**config.mk**
```make
export PLATFORM = sky130hd
export DESIGN_NAME = mips_run_ctrl
export DESIGN_NICKNAME = d
export VERILOG_FILES = /design/src/rtl/mips_run_ctrl.sv
export SDC_FILE = /design/constraint.sdc
export NUM_CORES = 1
export LEC_CHECK = 0
export CAP_MARGIN = 15
export CORE_ASPECT_RATIO = 1.4
export CORE_MARGIN = 10
export CORE_UTILIZATION = 42
export DETAILED_ROUTE_END_ITERATION = 12
export PLACE_DENSITY = 0.66
export SLEW_MARGIN = 40
export SYNTH_ARGS = -nofsm -noshare
export SYNTH_HDL_FRONTEND = slang
export SYNTH_SLANG_ARGS = --single-unit
```
**constraint.sdc**
```tcl
create_clock -name clk -period 2.81 [get_ports clk]
set_clock_uncertainty 0.2 [all_clocks]
set_input_delay 0.4215 -clock clk [delete_from_list [all_inputs] [get_ports clk]]
set_output_delay 0.4215 -clock clk [all_outputs]
set_load 0.02 [all_outputs]
```
**src/rtl/mips_run_ctrl.sv**
```systemverilog
// Run controller for the pipelined MIPS core: reset sequencing, run-cycle count, halt/timeout detection.
// Optional retired-instruction counter is enabled by defining MIPS_RUN_CTRL_RETIRE_EN.
module mips_run_ctrl #(
    parameter int unsigned RST_CYCLES  = 4,
    parameter int unsigned CNT_W       = 32,
    parameter int unsigned MAX_CYCLES  = 100000,
    parameter int unsigned HALT_REPEAT = 8,
    parameter int unsigned PC_W        = 32
) (
    input  logic             clk,
    input  logic             reset,
    input  logic             start,
    input  logic [PC_W-1:0]  pc_in,
    input  logic             pc_valid,
`ifdef MIPS_RUN_CTRL_RETIRE_EN
    input  logic             retire,
    output logic [CNT_W-1:0] retire_count,
`endif
    output logic             cpu_reset,
    output logic             running,
    output logic             done,
    output logic             timeout,
    output logic [CNT_W-1:0] cycle_count,
    output logic [PC_W-1:0]  halt_pc
);

    localparam int unsigned RC_W  = (RST_CYCLES > 1) ? $clog2(RST_CYCLES) : 1;
    localparam int unsigned RPT_W = $clog2(HALT_REPEAT + 1);

    typedef enum logic [2:0] {
        S_IDLE,
        S_RST_HOLD,
        S_RUN,
        S_HALTED,
        S_TIMEOUT
    } state_t;

    state_t            state;
    state_t            state_nxt;
    logic [RC_W-1:0]   hold_cnt;
    logic [RC_W-1:0]   hold_cnt_nxt;
    logic [RPT_W-1:0]  rpt_cnt;
    logic [RPT_W-1:0]  rpt_cnt_nxt;
    logic [PC_W-1:0]   last_pc;
    logic [PC_W-1:0]   last_pc_nxt;
    logic [CNT_W-1:0]  cycle_nxt;
    logic [PC_W-1:0]   halt_pc_nxt;
    logic              cpu_reset_nxt;
    logic              running_nxt;
    logic              done_nxt;
    logic              timeout_nxt;
`ifdef MIPS_RUN_CTRL_RETIRE_EN
    logic [CNT_W-1:0]  retire_nxt;
`endif

    // Next-state, counter and output decode
    always_comb begin
        state_nxt    = state;
        hold_cnt_nxt = hold_cnt;
        rpt_cnt_nxt  = rpt_cnt;
        last_pc_nxt  = last_pc;
        cycle_nxt    = cycle_count;
        halt_pc_nxt  = halt_pc;
`ifdef MIPS_RUN_CTRL_RETIRE_EN
        retire_nxt   = retire_count;
`endif

        unique case (state)
            S_IDLE, S_HALTED, S_TIMEOUT: begin
                if (start) begin
                    state_nxt    = S_RST_HOLD;
                    hold_cnt_nxt = RC_W'(RST_CYCLES - 1);
                    rpt_cnt_nxt  = '0;
                    last_pc_nxt  = '0;
                    cycle_nxt    = '0;
                    halt_pc_nxt  = '0;
`ifdef MIPS_RUN_CTRL_RETIRE_EN
                    retire_nxt   = '0;
`endif
                end
            end
            S_RST_HOLD: begin
                if (hold_cnt == '0) begin
                    state_nxt = S_RUN;
                end else begin
                    hold_cnt_nxt = hold_cnt - RC_W'(1);
                end
            end
            S_RUN: begin
                cycle_nxt = cycle_count + CNT_W'(1);
`ifdef MIPS_RUN_CTRL_RETIRE_EN
                if (retire) begin
                    retire_nxt = retire_count + CNT_W'(1);
                end
`endif
                // A stalled cycle neither extends nor breaks the repeat run
                if (pc_valid) begin
                    if (pc_in == last_pc) begin
                        rpt_cnt_nxt = rpt_cnt + RPT_W'(1);
                    end else begin
                        rpt_cnt_nxt = RPT_W'(1);
                        last_pc_nxt = pc_in;
                    end
                end
                // Halt takes priority over a timeout on the same edge
                if (rpt_cnt_nxt == RPT_W'(HALT_REPEAT)) begin
                    state_nxt   = S_HALTED;
                    halt_pc_nxt = last_pc_nxt;
                end else if (cycle_nxt == CNT_W'(MAX_CYCLES)) begin
                    state_nxt = S_TIMEOUT;
                end
            end
            default: begin
                state_nxt = S_IDLE;
            end
        endcase

        cpu_reset_nxt = (state_nxt != S_RUN);
        running_nxt   = (state_nxt == S_RUN);
        done_nxt      = (state_nxt == S_HALTED);
        timeout_nxt   = (state_nxt == S_TIMEOUT);
    end

    // State and registered outputs
    always_ff @(posedge clk) begin
        if (!reset) begin
            state        <= S_IDLE;
            hold_cnt     <= '0;
            rpt_cnt      <= '0;
            last_pc      <= '0;
            cycle_count  <= '0;
            halt_pc      <= '0;
            cpu_reset    <= 1'b1;
            running      <= 1'b0;
            done         <= 1'b0;
            timeout      <= 1'b0;
`ifdef MIPS_RUN_CTRL_RETIRE_EN
            retire_count <= '0;
`endif
        end else begin
            state        <= state_nxt;
            hold_cnt     <= hold_cnt_nxt;
            rpt_cnt      <= rpt_cnt_nxt;
            last_pc      <= last_pc_nxt;
            cycle_count  <= cycle_nxt;
            halt_pc      <= halt_pc_nxt;
            cpu_reset    <= cpu_reset_nxt;
            running      <= running_nxt;
            done         <= done_nxt;
            timeout      <= timeout_nxt;
`ifdef MIPS_RUN_CTRL_RETIRE_EN
            retire_count <= retire_nxt;
`endif
        end
    end

endmodule

```
# == After elaboration in Yosys (flattened, before gate mapping) ==
# Index checks and enable logic that the tools add are counted.
# word_totals
register_bits,109
inputBits,36
out_inout_bits,68
elab_cells,55
# classes
addsub,3
eq_ne,14
muxes,20
reduce_logical,8
# ops
op,n
$pmux W32 S2,3
$mux W32,4
$add A32 B1 Y32 const B,1
$eq A32 B17 Y1 const B,1
$eq A32 B32 Y1,1
$mux W4,4
$eq A3 B2 Y1 const B,4
$mux W3,4
$pmux W3 S3,1
$pmux W4 S2,1
$eq A3 B3 Y1 const B,2
$ne A2 B2 Y1 const B,3
$reduce_and A3 Y1,2
$add A4 B1 Y4 const B,1
$eq A4 B4 Y1 const B,1
$mux W2,2
$pmux W2 S2,1
$reduce_bool A2 Y1,2
$eq A3 B1 Y1 const B,1
$logic_not A3 Y1,1
$ne A3 B2 Y1 const B,1
$reduce_or A3 Y1,1
$logic_not A2 Y1,1
$reduce_and A2 Y1,1
$sub A2 B1 Y2 const B,1

# == Depth between registers and ports, before layout ==
# depth
depth_word,8
mapped_depth,10
ltp_nobuf,8

# == Worst setup path before layout ==
# Ideal clock, no wire load.
# synth_path
kind,reg-to-reg
from,reg cycle_count[0]
to,reg running
setup_ps,115
arrival_ps,2330
required_time_ps,2495
setup_slack_ps,165
path_stages_with_launch,9
n_path_buf,0
synth_period_minus_slack_ps,2645
cell_sequence,dfxtp_1 > ha_1 > and4_1 > nand4_2 > nor4_4 > o211ai_2 > a2111oi_4 > a41oi_2 > and2_1
# synth_between
elab_chain_cells,6
# synth_lines
item,line_no,text
from (decl),23,"output logic [CNT_W-1:0] cycle_count,"
from (signal assigned),145,cycle_count <= cycle_nxt;
$add A32 B1 Y32,90,cycle_nxt = cycle_count + CNT_W'(1);
$eq A32 B17 Y1,109,end else if (cycle_nxt == CNT_W'(MAX_CYCLES)) begin
$mux W3,109,
$mux W3,106,if (rpt_cnt_nxt == RPT_W'(HALT_REPEAT)) begin
$pmux W3 S3,68,unique case (state)
$eq A3 B2 Y1,119,running_nxt = (state_nxt == S_RUN);
to (signal assigned),148,running <= running_nxt;
to (decl),20,"output logic running,"
# Every way passes these cells.
# A chain may end at the register's enable or synchronous reset.

# == Worst setup path in the final report ==
# Ends and elaborated chain as after synthesis.

==> results by group <==
Worst setup path
  • Crit. path cell count: 8
  • Reg2Reg Depth: 8
  • CP bufs+invs: 0
  • CP max stage delay: 0.44 ns
  • Crit path max-delay family: simple AND/OR/NAND/NOR gates
  • Critical path endpoint category: flip-flop
  • Crit path max fanout: 5
  • WP data required: 2.86 ns
  • CP startpoint kind: flip-flop
  • Worst r2r dst: running$_SDFF_PN0_
  • R2R Path Start: cycle_count[0]$_SDFFE_PN0P_
  • Crit path max-delay cell type: a2111oi_4
  • WP data arrival: 2.74 ns
  • Crit path cell chain: ha_1 -> and4_1 -> nand4_2 -> nor4_4 -> o211ai_2 -> a2111oi_4 -> a41oi_2 -> and2_1
  • CP Launch Point: cycle_count[0]$_SDFFE_PN0P_
  • Critical path type: flip-flop to flip-flop
  • Setup crit end: running$_SDFF_PN0_
  • Flop-to-flop setup slack: 0.12 ns

Floorplan
  • Chip Height: 162 um
  • Die footprint: 19600 sq um
  • Cell Rows: 51
  • Die X: 121 um
  • Initial Util: 43.1%
  • Core area: 14000 sq um
  • IO Pins: 104

Global route
  • Met1 usage: 20.4%
  • Initial antenna violation count: 0
  • Grt ovf: 0
  • First-pass GRT wire length: 29700 um
  • Largest net degree at the start of global routing: 63
  • GRT Max-Usage Layer: met2
  • GR Layer Usage met2: 32.9%
  • GR Layer Usage met3: 3.82%
  • Vias in the first global route: 5954
  • Gr usage total: 18.5%

STA
  • Final worst-path cycle share: 95.6%
  • Final setup margin: 0.124 ns
  • Relative slew slack: 64.2%
  • Hold Vio Cnt, Final: 0
  • Tmin final: 2.69 ns
  • Fmax: 0.372 GHz
  • Final setup vio count: 0
  • Actual slew at the worst max-slew pin: 0.533 ns
  • Final slew viol count: 0

Clock tree
  • Clk Latency, worst-skew pair: 0.36 ns
  • # H-tree levels: 3
  • CTS tree: yes
  • Clk sinks: 109
  • Clock Tree Root: clkbuf_16
  • Cts bufs inserted: 9
  • Clock transition at path regs: 0.08 ns
  • CTS Buffer Depth: 2
  • Post-CTS Hold Buffers: 0

Routing
  • Vias/cell: 5.67
  • 1st-iter DRT viols: 363
  • Wire per inst: 17.6 um
  • Drt pass-1 iters: 5
  • WL final: 18300 um
  • Remaining DRCs: 0
  • DRT antenna net count: 0
  • Via count: 5896

Power and ir drop
  • Sequential power share: 44.8%
  • Combinational Power Share: 16.1%
  • Leakage: 2.95 nW
  • Sw frac: 27.4%
  • Internal power: 0.00258 W
  • Sw Pwr: 0.000972 W
  • Power Dens Cells: 443 nW/um^2
  • Worst IR Drop VDD: 0.312 mV
  • Clock Power Share: 39.1%

Cells and area
  • Filler Cells Inserted: 1246
  • Area growth syn-to-layout: 33.2%
  • Nets: 889
  • Layout cells sized above 1: 14.0%
  • Final Non-Filler Cells: 1040
  • # diodes: 0
  • Finished Cell Area: 8020 sq um

Synthesis
  • Sequential share of the synthesized area: 36.3%
  • Number of synthesized flops with an enable pin: 0
  • Post-synth ARST share: 0%
  • Post-synthesis register bit count: 109
  • Most used DFF post-synth: dfxtp_1
  • Cell taking the most area after synthesis: dfxtp_1
  • Yosys warnings: 0
  • Post-synthesis cell count: 720
  • Syn avg cell area: 8.36 sq um
  • Post-Syn Area: 6020 sq um
  • Yosys cell types: 70
  • Largest cells by area after synthesis: dfxtp_1, nor2_1, mux2i_1
  • Synthesized net count: 759
  • Post-synth top area share: 36.3%

Min path
  • Hold Crit Class: flip-flop to flip-flop

Flow run
  • Max-cap viol count: 0

Placement
  • RePlAce Congestion: 0.866
  • Placed Instance Area: 7660 sq um
  • DP Cell Count: 1023
  • Hpwl dp: 13400 um
  • Buffers added on ports: 103
  • Setup WS pre-CTS: -0.406 ns

Outcome
  • Run status: complete, no violations
[worst register-to-register path, delay by kind of cell, from the launching register on]
family / cells / cell delay (ns)
simple gates: 4 / 1.00
flops: 1 / 0.34
compound gates: 3 / 0.81
fa+ha+maj: 1 / 0.23
[what timing repair did]
action / in CTS / in global routing
gates resized for setup: 1 / 5
pin swaps: 0 / 4
hold endpoints to repair: 0 / 0
buffers inserted: 0 / 1
endpoints found under the setup margin: 26 / 34
[cell usage in the layout, fill, tap and decap left out, types with 3 or more instances in the layout]
cell,count
a211oi_1,5
a21oi_1,27
a22oi_1,36
a311oi_1,9
a31oi_1,6
and2_1,5
and3_1,6
and4_1,7
buf_12,6
buf_4,71
clkbuf_16,9
clkdlybuf4s50_1,103
dfxtp_1,108
ha_1,3
inv_1,40
mux2i_1,32
nand2_1,28
nand2b_1,3
nand3_1,12
nand3b_1,4
nand4_1,18
nand4_2,3
nand4b_1,5
nor2_1,103
nor3_1,11
nor3_2,3
nor4_1,13
o211ai_1,3
o21a_1,3
o21ai_0,26
o21ai_1,3
o21bai_1,3
o22a_1,32
o31ai_1,3
or3_1,6
xnor2_1,10
xor2_1,35
[cell usage after synthesis (all sizes together), types with 2 or more instances]
cell	n
or3	6
a311oi	9
nor2	104
xnor2	10
nand4	21
xor2	35
a32oi	2
o31ai	3
o211ai	4
nor4	17
nor2b	2
o31a	2
nand3b	4
and3	6
inv	41
o21bai	3
and2	6
nor3	14
o22a	32
o21ai	31
a41oi	3
dfxtp	109
a2111oi	4
nand4b	5
nand2	28
nand3	15
ha	3
o2111ai	2
or4	3
a211oi	5
o21a	4
and4	9
a22oi	36
a31oi	6
a21oi	27
mux2i	32
nand2b	3
o211a	2
clkbuf	31
buf	30
[layout make-up]
type	count	area, sq um	area share, %
clock buffers	9	225	2.81
clock inverters	7	95.1	1.19
inverters	41	154	1.92
multi-input cells	509	3440	42.9
repair buffers	180	1680	21.0
well taps	185	231	2.89
flip-flops and latches	109	2180	27.2
[cells by family after synthesis]
logic type | Yosys count | share of synthesized area, %
adders and majority gates | 3 | 0.624
DFF | 109 | 36.3
muxes | 32 | 5.32
xor gates and xnor gates | 45 | 6.55
AOI/OAI and AO/OA | 182 | 22.2
and+or+nand+nor | 247 | 21.8
buffers and inverters | 102 | 7.23
[power groups by stage]
stage                     registers, W  clock network (W)  logic, W
final                          0.00159            0.00139  0.000571
after global routing           0.00159            0.00147  0.000616
after CTS                      0.00159            0.00141  0.000569
after detailed placement       0.00162                  0  0.000565
after global placement         0.00162                  0  0.000557
after floorplan                0.00163                  0  0.000300
[how the worst min path moves through the flow]
stage / from / endpoint / slack [ns] / cells past startpoint
6_report: state[2]$_SDFF_PN0_ / state[2]$_SDFF_PN0_ / 0.31 / 2
5_1_grt: state[2]$_SDFF_PN0_ / state[2]$_SDFF_PN0_ / 0.33 / 2
4_1_cts: state[2]$_SDFF_PN0_ / state[2]$_SDFF_PN0_ / 0.31 / 2
3_5_place_dp: state[2]$_SDFF_PN0_ / timeout$_SDFF_PN0_ / 0.29 / 2
3_3_place_gp: state[2]$_SDFF_PN0_ / state[2]$_SDFF_PN0_ / 0.28 / 2
2_1_floorplan: state[2]$_SDFF_PN0_ / state[2]$_SDFF_PN0_ / 0.26 / 2
[registers in the layout (all words and copies together) (netlist names)]
name,flops
running,1
halt_pc,32
timeout,1
rpt_cnt,4
hold_cnt,2
done,1
state,3
cycle_count,32
cpu_reset,1
last_pc,32
[routing by layer]
layer | part of all wire (%) | wire, um
met4 | 2.6 | 474
met1 | 41 | 7440
met5 | 0 | 0
met3 | 4.7 | 863
met2 | 52 | 9570
[metrics by stage]
stage          hold slack [ns]  setup TNS (ns)  total power [W]  utilization [%]
6_report                 0.312               0          0.00355             57.4
5_1_grt                  0.335       -0.000911          0.00368             57.4
4_1_cts                  0.310               0          0.00357             57.1
3_5_place_dp             0.294          -23.03          0.00219             54.8
3_3_place_gp             0.284          -21.18          0.00218             54.8
2_1_floorplan            0.264               0          0.00193                -
Note: power is estimated with default switching activity, not from simulation.
